$ cat config.mk
export PLATFORM = sky130hd
export DESIGN_NAME = pwm_level_decoder
export DESIGN_NICKNAME = d
export VERILOG_FILES = /design/src/rtl/pwm_level_decoder.sv
export SDC_FILE = /design/constraint.sdc
export NUM_CORES = 1
export LEC_CHECK = 0
export CAP_MARGIN = 20
export CORE_UTILIZATION = 40
export DETAILED_ROUTE_END_ITERATION = 8
export GPL_TIMING_DRIVEN = 0
export PLACE_DENSITY_LB_ADDON = 0.25
export SLEW_MARGIN = 20
export SYNTH_ARGS = -nofsm -noshare
export SYNTH_HDL_FRONTEND = slang
export SYNTH_SLANG_ARGS = --single-unit
$ cat constraint.sdc
create_clock -name clock -period 2.5 [get_ports clock]
set_input_delay 0.5 -clock clock [delete_from_list [all_inputs] [get_ports clock]]
set_output_delay 0.5 -clock clock [all_outputs]
set_load 0.005 [all_outputs]
$ cat src/rtl/pwm_level_decoder.sv
// Recovers the level of a bit-reversed PWM stream by counting high samples
// over a fixed window of 2^WIDTH clocks.
module pwm_level_decoder #(
    parameter int WIDTH       = 8,
    parameter int SYNC_STAGES = 2,
    parameter bit INVERT      = 1'b1
) (
    input  logic             clock,
    input  logic             reset_n,
    input  logic             enable,
    input  logic             pwm_in,
    output logic [WIDTH-1:0] level,
    output logic             valid,
    output logic             stable,
    output logic [WIDTH:0]   high_count
);

    localparam logic [WIDTH-1:0] TERM = '1;

    logic [SYNC_STAGES-1:0] sync_q;
    logic [SYNC_STAGES-1:0] sync_d;
    logic [SYNC_STAGES:0]   sync_ext;
    logic                   s;

    logic [WIDTH-1:0] win_q;
    logic [WIDTH-1:0] win_d;
    logic [WIDTH:0]   ones_q;
    logic [WIDTH:0]   ones_d;
    logic [WIDTH:0]   total;
    logic             term;

    logic [WIDTH-1:0] lvl_q;
    logic [WIDTH-1:0] lvl_d;
    logic [WIDTH-1:0] new_lvl;
    logic [WIDTH:0]   hc_q;
    logic [WIDTH:0]   hc_d;
    logic             valid_q;
    logic             valid_d;
    logic             stable_q;
    logic             stable_d;
    logic             have_q;
    logic             have_d;

    assign sync_ext = {sync_q, pwm_in};
    assign sync_d   = sync_ext[SYNC_STAGES-1:0];
    assign s        = sync_q[SYNC_STAGES-1];

    assign term  = (win_q == TERM);
    assign total = ones_q + {{WIDTH{1'b0}}, s};

    // A full window of ones (total = 2^WIDTH) needs its own mapping.
    always_comb begin
        new_lvl = total[WIDTH-1:0];
        if (INVERT) begin
            new_lvl = total[WIDTH] ? '0 : ~total[WIDTH-1:0];
        end else begin
            new_lvl = total[WIDTH] ? '1 : total[WIDTH-1:0];
        end
    end

    always_comb begin
        win_d    = win_q;
        ones_d   = ones_q;
        lvl_d    = lvl_q;
        hc_d     = hc_q;
        valid_d  = 1'b0;
        stable_d = stable_q;
        have_d   = have_q;
        if (!enable) begin
            win_d  = '0;
            ones_d = '0;
        end else begin
            win_d  = win_q + 1'b1;
            ones_d = total;
            if (term) begin
                ones_d   = '0;
                hc_d     = total;
                lvl_d    = new_lvl;
                valid_d  = 1'b1;
                stable_d = have_q && (new_lvl == lvl_q);
                have_d   = 1'b1;
            end
        end
    end

    always_ff @(posedge clock or negedge reset_n) begin
        if (!reset_n) begin
            sync_q   <= '0;
            win_q    <= '0;
            ones_q   <= '0;
            lvl_q    <= '0;
            hc_q     <= '0;
            valid_q  <= 1'b0;
            stable_q <= 1'b0;
            have_q   <= 1'b0;
        end else begin
            sync_q   <= sync_d;
            win_q    <= win_d;
            ones_q   <= ones_d;
            lvl_q    <= lvl_d;
            hc_q     <= hc_d;
            valid_q  <= valid_d;
            stable_q <= stable_d;
            have_q   <= have_d;
        end
    end

    assign level      = lvl_q;
    assign valid      = valid_q;
    assign stable     = stable_q;
    assign high_count = hc_q;

endmodule
==> results.sh, run 1 <==
export IMPL_htree_levels=2
export IMPL_cp_cell_sequence="ha_1 -> ha_2 -> nand4_1 -> nor2_4 -> xnor2_2 -> nand2_1 -> a2111o_1 -> a211oi_2"
export IMPL_finalHoldViolCount=0
export IMPL_fill_cells=443
export IMPL_drcViolationCount=0
export IMPL_start_util=0.414
export IMPL_crit_arrival_ns=2.60
export IMPL_grt_max_degree=28
export IMPL_synth_cells=191
export IMPL_async_reset_ff_frac=1.00
export IMPL_fin_crit_ns=2.38
export IMPL_worstSetupStartpoint="sync_q[1]$_DFF_PN0_"
export IMPL_synth_compound_area_share=0.137
export IMPL_synthMuxAreaShare=0.0109
export IMPL_start_kind="flip-flop"
export IMPL_syn_area_mm2=0.00195
export IMPL_cts_path_max_buffers=2
export IMPL_path_clk_slew_ns=0.08
export IMPL_pin_count=23
export IMPL_first_iter_violations=82
export IMPL_grt_overflow=0
export IMPL_final_nets=229
export IMPL_period_share=0.952
export IMPL_antenna_found_initial=0
export IMPL_wl_met2_um=1840
export IMPL_syn_nets=198
export IMPL_worst_slew_pin_slew_ns=0.545
export IMPL_wl_per_cell_um=13.2
export IMPL_synth_warnings=0
export IMPL_vias=1453
export IMPL_grt_use_total=0.166
export IMPL_clkLatencyLatePin_ns=0.30
export IMPL_drv_cap=0
export IMPL_rsz0062_at_grt="false"
export IMPL_wl_met3_um=116
export IMPL_wl_met1_um=1810
export IMPL_ys_seq_elements=39
export IMPL_timing_fmax_mhz=420
export IMPL_ant_nets=0
export IMPL_coreArea_mm2=0.00472
export IMPL_grt_pass1_vias=1366
export IMPL_hold_path_class="in2async"
export IMPL_synthToLayoutAreaGrowth_pct=23.6
export IMPL_hpwl_um=2750
export IMPL_synth_xor_area_share=0.0833
export IMPL_port_buffers=22
export IMPL_avgSynthCellArea_um2=10.2
export IMPL_synthAdderAreaFrac=0.0192
export IMPL_cts_sinks=39
export IMPL_dr_pass1_iters=4
export IMPL_diodes=0
export IMPL_synth_edf_count=0
export IMPL_die_w_um=71.9
export IMPL_ir_drop_mv=0.304
export IMPL_die_h_um=71.9
export IMPL_synth_area_leader_cell="dfrtp_1"
export IMPL_r2r_start="sync_q[1]$_DFF_PN0_"
export IMPL_slew_violations=0
export IMPL_grt_pass1_wl_um=6510
export IMPL_setup_violations_final=0
export IMPL_synth_top_family_by_area="simple AND/OR/NAND/NOR gates"
export IMPL_clockRootBuffer="clkbuf_8"
export IMPL_row_count=25
export IMPL_drive_gt1_frac=0.126
export IMPL_crit_required_ns=2.72
export IMPL_viasPerCell=5.01
export IMPL_wirelength_um=3830
export IMPL_die_area_mm2=0.00517
export IMPL_highest_layer="met4"
export IMPL_gp_congestion=0.896
export IMPL_synth_simple_area_share=0.218
export IMPL_p_per_area_mw_per_mm2=521
export IMPL_cpMaxStageDelayCell="xnor2_2"
export IMPL_most_common_layout_cells="dfrtp_1 (39), nand2_1 (28), clkdlybuf4s50_1 (21)"
export IMPL_ys_flop_type="dfrtp_1"
export IMPL_finalSetupTns_ns=0
export IMPL_cp_end_kind="flip-flop"
export IMPL_fin_skew_ns=0.00954
export IMPL_slew_headroom=0.635
export IMPL_critPathMaxFanout=9
export IMPL_cts_tree="done"
export IMPL_synthDistinctLibCells=43
export IMPL_cts_made_buffers=5
export IMPL_final_area_mm2=0.00241
export IMPL_worst_setup_path_type="reg2reg"
export IMPL_postPlaceCellArea_mm2=0.00227
export IMPL_ys_seq_area_frac=0.500
export IMPL_holdBufCountCts=0
export IMPL_synth_top_cell_area_share=0.500
export IMPL_power_leakage_uw=0.00106
export IMPL_ys_top_cells_by_area="dfrtp_1 (50%), nand2_1 (5.4%), o21ai_0 (4.6%), xnor2_1 (3.6%), and2_1 (3.2%)"
export IMPL_cpPeakStageDelay_ns=0.44
export IMPL_layout_commonest_cell="dfrtp_1"
export IMPL_outcome="finished, final reports clean"
export IMPL_r2r_setup_slack_ns=0.12
synth_stat cells (2+ instances only):
cell type	number
dfrtp_1	39
nand2_1	28
o21ai_0	18
nor2_1	12
and2_1	10
nand3_1	8
xnor2_1	8
inv_1	6
and3_1	5
o31ai_1	5
xor2_1	5
nor3_1	4
a21oi_1	3
clkbuf_1	3
ha_1	3
nor2b_1	3
buf_2	2
nand4_1	2
nor3b_1	2
xor2_2	2
state kept, by name (all words and copies together) (netlist names):
register and cells:
have_q 1, high_count 9, level 8, ones_q 9
stable 1, sync_q 2, valid 1, win_q 8
path summary, 6_finish.rpt:
path | to | cells past startpoint
worst max-delay path | stable$_DFFE_PN0P_ | 8
worst min-delay path | high_count[5]$_DFFE_PN0P_ | 1
worst max register to register | stable$_DFFE_PN0P_ | 8
worst min register to register | sync_q[1]$_DFF_PN0_ | 0
max in group asynchronous | high_count[3]$_DFFE_PN0P_ | 2
min in group clock | sync_q[1]$_DFF_PN0_ | 0
power by group:
group	total (µW)	leakage (µW)	internal [µW]	switching (µW)
logic	48.1	0.000476	17.1	31.0
registers	645	0.000526	639	6.01
clock network	565	0.0000618	328	237
metrics by stage:
| stage | instances | worst slack (ns) | power (µW) | hold slack (ns) | util |
|---|---|---|---|---|---|
| global placement | 280 | -0.0337 | 704 | 0.335 | 0.478 |
| CTS | 289 | 0.0315 | 1270 | 0.0924 | 0.509 |
| finish | 290 | 0.121 | 1260 | 0.0760 | 0.511 |
| global route | 290 | 0.0136 | 1300 | 0.103 | 0.511 |
| floorplan | 191 | 0.261 | 679 | 0.204 | - |
| detailed placement | 281 | -0.00236 | 707 | 0.335 | 0.481 |
critical path: cells and delay by family (launching register included):
family / cells / cell delay, ns
compound gates: 2 / 0.62
simple gates: 3 / 0.44
xor+xnor: 1 / 0.44
fa+ha+maj: 2 / 0.43
flops: 1 / 0.37
metal layers:
metal  vias to the layer above  track usage
li1                        728            -
met3                         7       0.0338
met1                       693        0.220
met2                        25        0.263
met5                         -            0
met4                         0       0.0763
logic make-up after synthesis:
group                    count (synthesis)
multiplexers                             2
flip-flops                              39
adder cells (fa/ha/maj)                  3
XOR/XNOR                                16
buffers and inverters                   13
AND/OR/NAND/NOR                         81
AO/OA/AOI/OAI                           37
layout make-up:
type,count,area (µm²),area share
repair buffers,24,243,0.101
plain buffers,7,40.0,0.0166
flip-flops and latches,39,976,0.404
well taps,67,83.8,0.0347
inverters,6,22.5,0.00933
multi-input cells,139,928,0.384
clock inverters,2,38.8,0.0161
clock buffers,6,82.6,0.0342
timing repair:
| action | CTS | global route |
|---|---|---|
| setup buffers | 0 | 1 |
| setup endpoints to repair | 1 | 1 |
| pin swaps | 0 | 2 |
| gates resized for setup | 1 | 1 |
(Power assumes the default switching activity.)
==> run 2, diff against run 1 <==
--- a/config.mk
+++ b/config.mk
@@ -5,7 +5,9 @@
 export SDC_FILE = /design/constraint.sdc
 export NUM_CORES = 1
 export LEC_CHECK = 0
+export ABC_CLOCK_PERIOD_IN_PS = 2500
 export CAP_MARGIN = 20
+export CORE_MARGIN = 2
 export CORE_UTILIZATION = 40
 export DETAILED_ROUTE_END_ITERATION = 8
 export GPL_TIMING_DRIVEN = 0
==> run 2 against run 1 <==
Net effect:
- clock skew is 0.0013 ns lower
- critical path type unchanged
- global-route usage is 0.060 points lower
- utilization is 0.11 points lower
- first-iteration DRC count is 27% lower
- sequential cell count stayed put
- largest cell class unchanged
==> results.sh, run 2 (same netlist as run 1, synthesis figures left out) <==
export IMPL_wl_per_cell_um=13.5
export IMPL_port_buffers=22
export IMPL_drv_cap=0
export IMPL_wirelength_um=3920
export IMPL_timing_fmax_mhz=418
export IMPL_antenna_found_initial=0
export IMPL_clock_power_share=0.375
export IMPL_path_clk_slew_ns=0.08
export IMPL_fin_crit_ns=2.39
export IMPL_grt_pass1_wl_um=6820
export IMPL_clkLatencyLatePin_ns=0.29
export IMPL_outcome="finished, final reports clean"
export IMPL_whs_ns=0.0819
export IMPL_p_seq_frac=0.579
export IMPL_fill_cells=453
export IMPL_setup_violations_final=0
export IMPL_most_common_layout_cells="dfrtp_1 (39), nand2_1 (28), clkdlybuf4s50_1 (21)"
export IMPL_slew_headroom=0.635
export IMPL_switching_share=0.235
export IMPL_synthToLayoutAreaGrowth_pct=23.4
export IMPL_grt_use_total=0.166
export IMPL_clockRootBuffer="clkbuf_8"
export IMPL_slew_violations=0
export IMPL_total_power_uw=1110
export IMPL_final_area_mm2=0.00241
export IMPL_cts_path_max_buffers=2
export IMPL_rr_worst_depth=8
export IMPL_coreArea_mm2=0.00472
export IMPL_worstSetupStartpoint="sync_q[1]$_DFF_PN0_"
export IMPL_period_share=0.958
export IMPL_finalHoldViolCount=0
export IMPL_vias=1473
export IMPL_die_w_um=73.9
export IMPL_p_per_area_mw_per_mm2=463
export IMPL_worst_slew_pin_slew_ns=0.546
export IMPL_gp_congestion=0.875
export IMPL_fin_skew_ns=0.00826
export IMPL_htree_levels=2
export IMPL_row_count=25
export IMPL_pin_count=23
export IMPL_critPathMaxFanout=5
export IMPL_r2r_start="sync_q[1]$_DFF_PN0_"
export IMPL_layout_commonest_cell="dfrtp_1"
export IMPL_final_nets=230
export IMPL_viasPerCell=5.06
export IMPL_crit_required_ns=2.71
export IMPL_worst_setup_path_type="reg2reg"
export IMPL_dr_pass1_iters=4
export IMPL_postPlaceCellArea_mm2=0.00227
export IMPL_cp_end_kind="flip-flop"
export IMPL_die_h_um=73.9
export IMPL_diodes=0
export IMPL_power_leakage_uw=0.00105
export IMPL_cts_made_buffers=5
export IMPL_grt_pass1_vias=1396
export IMPL_cts_sinks=39
export IMPL_cts_tree="done"
export IMPL_ant_nets=0
export IMPL_comb_power_share=0.046
export IMPL_grt_max_degree=29
export IMPL_crit_arrival_ns=2.60
export IMPL_hpwl_um=2870
export IMPL_die_area_mm2=0.00546
export IMPL_p_sw_uw=262
export IMPL_grt_overflow=0
export IMPL_drive_gt1_frac=0.129
export IMPL_start_kind="flip-flop"
export IMPL_p_int_uw=853
export IMPL_start_util=0.414
export IMPL_hold_path_class="in2async"
export IMPL_first_iter_violations=60
export IMPL_drcViolationCount=0
export IMPL_ir_drop_mv=0.356
[run 2: cell type report]
class | instances | area (µm²) | share of cell area
Sequential cell | 39 | 976 | 0.405
Multi-Input combinational cell | 139 | 952 | 0.395
Timing Repair Buffer | 25 | 250 | 0.104
Tap cell | 67 | 83.8 | 0.0348
Clock buffer | 6 | 72.6 | 0.0301
Buffer | 7 | 40.0 | 0.0166
Inverter | 6 | 22.5 | 0.00935
Clock inverter | 2 | 12.5 | 0.00519
[run 2: power by group through the flow]
stage | combinational (µW) | clock [µW] | sequential, µW
after floorplan | 22.1 | 0 | 656
after global placement | 46.4 | 0 | 657
after detailed placement | 49.8 | 0 | 658
after CTS | 50.4 | 438 | 645
after global routing | 60.8 | 461 | 648
final | 51.3 | 418 | 646
[run 2: worst paths after layout]
check,end,slack [ns]
min reg2reg,sync_q[1]$_DFF_PN0_,0.35
max reg2reg,stable$_DFFE_PN0P_,0.11
min,level[4]$_DFFE_PN0P_,0.08
min in group clock,sync_q[1]$_DFF_PN0_,0.35
max in group asynchronous,win_q[7]$_DFF_PN0_,1.97
max,stable$_DFFE_PN0P_,0.11
[run 2: worst max-delay path, stage by stage (launching register included)]
cell      delay [ns]
dfrtp_1         0.34
ha_2            0.21
ha_4            0.16
nand4_1         0.23
nor2_4          0.29
xor2_4          0.23
mux2_2          0.35
o31a_1          0.30
a211oi_2        0.20
[run 2: timing repair]
| action | 4_1_cts | 5_1_grt |
|---|---|---|
| buffers inserted | 0 | 2 |
| resized for setup | 1 | 4 |
| pin swaps | 1 | 2 |
| setup endpoints to repair | 1 | 1 |
| hold buffers | 0 | 0 |
[run 2: stage by stage]
stage	setup WS, ns	std cells	TNS [ns]	utilization
CTS	0.0115	289	0	0.501
detailed placement	-0.0503	281	-0.0503	0.481
finish	0.106	291	0	0.510
floorplan	0.261	191	0	-
global placement	-0.0416	280	-1.57	0.478
global route	-0.0192	291	-0.0192	0.510
[run 2: routing by layer]
layer,share of wire,GRT usage
met2,0.47,0.244
met5,0,0
met4,0.014,0.0727
met3,0.038,0.0412
met1,0.48,0.230
==> run 3, diff against run 2 <==
--- a/config.mk
+++ b/config.mk
@@ -7,6 +7,7 @@
 export LEC_CHECK = 0
 export ABC_CLOCK_PERIOD_IN_PS = 2500
 export CAP_MARGIN = 20
+export CORE_ASPECT_RATIO = 0.75
 export CORE_MARGIN = 2
 export CORE_UTILIZATION = 40
 export DETAILED_ROUTE_END_ITERATION = 8
==> run 3 against run 2 <==
Net effect:
- first-iteration DRC count is 45% lower
- design area is 0.73% higher
- final cell count is 3.4% lower
- global-route usage is 0.77 points lower
- sequential power hardly changed
- via count is 2.2% lower
- clock skew hardly changed
- routed wire length is 2.2% lower
- sequential share of layout area is 0.29 points lower
- hold slack hardly changed
==> results.sh, run 3 (same netlist as run 1, synthesis figures left out) <==
export IMPL_outcome="finished, final reports clean"
export IMPL_dr_pass1_iters=4
export IMPL_grt_pass1_wl_um=6670
export IMPL_diodes=0
export IMPL_ir_drop_mv=0.359
export IMPL_gp_congestion=0.884
export IMPL_coreArea_mm2=0.00457
export IMPL_dp_slack_ns=-0.00373
export IMPL_critPathMaxFanout=5
export IMPL_htree_levels=2
export IMPL_die_h_um=64.5
export IMPL_p_seq_frac=0.528
export IMPL_worst_setup_path_type="reg2reg"
export IMPL_timing_fmax_mhz=429
export IMPL_drive_gt1_frac=0.143
export IMPL_first_iter_violations=33
export IMPL_wirelength_um=3840
export IMPL_drv_cap=0
export IMPL_p_per_area_mw_per_mm2=504
export IMPL_grt_overflow=0
export IMPL_worst_slew_pin_slew_ns=0.523
export IMPL_layout_cells_non_filler=281
export IMPL_ant_nets=0
export IMPL_finalHoldViolCount=0
export IMPL_path_clk_slew_ns=0.08
export IMPL_slew_violations=0
export IMPL_whs_ns=0.0819
export IMPL_final_nets=230
export IMPL_row_count=21
export IMPL_power_leakage_uw=0.00106
export IMPL_vias=1441
export IMPL_port_buffers=22
export IMPL_clkLatencyLatePin_ns=0.30
export IMPL_met3_usage=0.0459
export IMPL_most_common_layout_cells="dfrtp_1 (39), nand2_1 (28), clkdlybuf4s50_1 (21)"
export IMPL_switching_share=0.219
export IMPL_grt_max_degree=28
export IMPL_grt_pass1_vias=1357
export IMPL_cp_end_kind="flip-flop"
export IMPL_viasPerCell=5.13
export IMPL_fin_crit_ns=2.33
export IMPL_finalSetupTns_ns=0
export IMPL_grt_util_met1=0.221
export IMPL_hpwl_um=2840
export IMPL_crit_required_ns=2.71
export IMPL_period_share=0.933
export IMPL_slew_headroom=0.650
export IMPL_comb_power_share=0.042
export IMPL_wl_per_cell_um=13.7
export IMPL_crit_arrival_ns=2.54
export IMPL_fill_cells=445
export IMPL_die_area_mm2=0.00546
export IMPL_cts_made_buffers=5
export IMPL_p_int_uw=956
export IMPL_clock_power_share=0.430
export IMPL_start_kind="flip-flop"
export IMPL_grt_use_met2=0.225
export IMPL_p_sw_uw=268
export IMPL_cts_path_max_buffers=2
export IMPL_grt_use_total=0.158
export IMPL_die_w_um=84.7
export IMPL_cts_sinks=39
export IMPL_grt_busiest_layer="met2"
export IMPL_setup_violations_final=0
export IMPL_hold_path_class="in2async"
export IMPL_fin_skew_ns=0.00826
export IMPL_layout_commonest_cell="dfrtp_1"
export IMPL_cts_tree="done"
export IMPL_worst_slack_ns=0.167
export IMPL_antenna_found_initial=0
export IMPL_rsz0062_at_grt="false"
export IMPL_clockRootBuffer="clkbuf_8"
export IMPL_start_util=0.427
export IMPL_place_inst=271
export IMPL_drcViolationCount=0
export IMPL_synthToLayoutAreaGrowth_pct=24.3
export IMPL_pin_count=23
[run 3: cell types whose count changed in the layout (fill, tap and decap cells not counted), sizes merged]
| cell | change |
|---|---|
| clkbuf | -1 |
| clkinv | +1 |
| clkinvlp | -1 |
| bufinv | +1 |
[run 3: layout make-up]
cell class              instances  area (µm²)  area share
well taps                      57        71.3      0.0294
repair buffers                 25         250       0.103
clock inverters                 3        43.8      0.0180
plain buffers                   7        40.0      0.0165
clock buffers                   5        68.8      0.0284
inverters                       6        22.5     0.00928
multi-input cells             139         955       0.393
flip-flops and latches         39         976       0.402
[run 3: metrics by stage]
step / total power (µW) / utilization / area [µm²]
floorplan: 679 / - / 1950
global placement: 704 / 0.491 / 2240
detailed placement: 707 / 0.494 / 2260
CTS: 1230 / 0.521 / 2380
global route: 1280 / 0.531 / 2430
finish: 1220 / 0.531 / 2430
[run 3: metal layers]
layer	up-vias	wire [µm]
met4	0	89
met3	10	177
met1	676	1960
li1	728	-
met2	27	1610
met5	-	0
[run 3: timing repair]
action / in CTS / in global routing
setup buffers: 0 / 2
pin swaps: 0 / 2
resized for setup: 1 / 5
hold buffers: 0 / 0
endpoints found under the setup margin: 1 / 1
[run 3: worst paths after layout]
path	startpoint	end	slack, ns	cells after the start
max reg2reg	sync_q[1]$_DFF_PN0_	stable$_DFFE_PN0P_	0.17	9
min reg2reg	sync_q[0]$_DFF_PN0_	sync_q[1]$_DFF_PN0_	0.35	0
max	sync_q[1]$_DFF_PN0_	stable$_DFFE_PN0P_	0.17	9
max in group asynchronous	reset_n	win_q[0]$_DFF_PN0_	1.98	2
min in group clock	sync_q[0]$_DFF_PN0_	sync_q[1]$_DFF_PN0_	0.35	0
min	reset_n	high_count[0]$_DFFE_PN0P_	0.08	1
[run 3: worst max-delay path, stage by stage, from the launching register on]
cell,delay [ns]
dfrtp_1,0.38
ha_2,0.21
ha_4,0.18
and3_1,0.18
buf_6,0.13
xor2_2,0.15
a2111oi_4,0.37
o2111ai_2,0.16
o31a_1,0.28
a211oi_2,0.20
[run 3: power groups by stage]
stage / Clock (µW) / Sequential, µW / Combinational [µW]
after detailed placement: 0 / 657 / 49.8
after floorplan: 0 / 656 / 22.1
after global routing: 574 / 647 / 59.7
final: 527 / 646 / 51.3
after CTS: 540 / 645 / 50.2
after global placement: 0 / 657 / 46.2
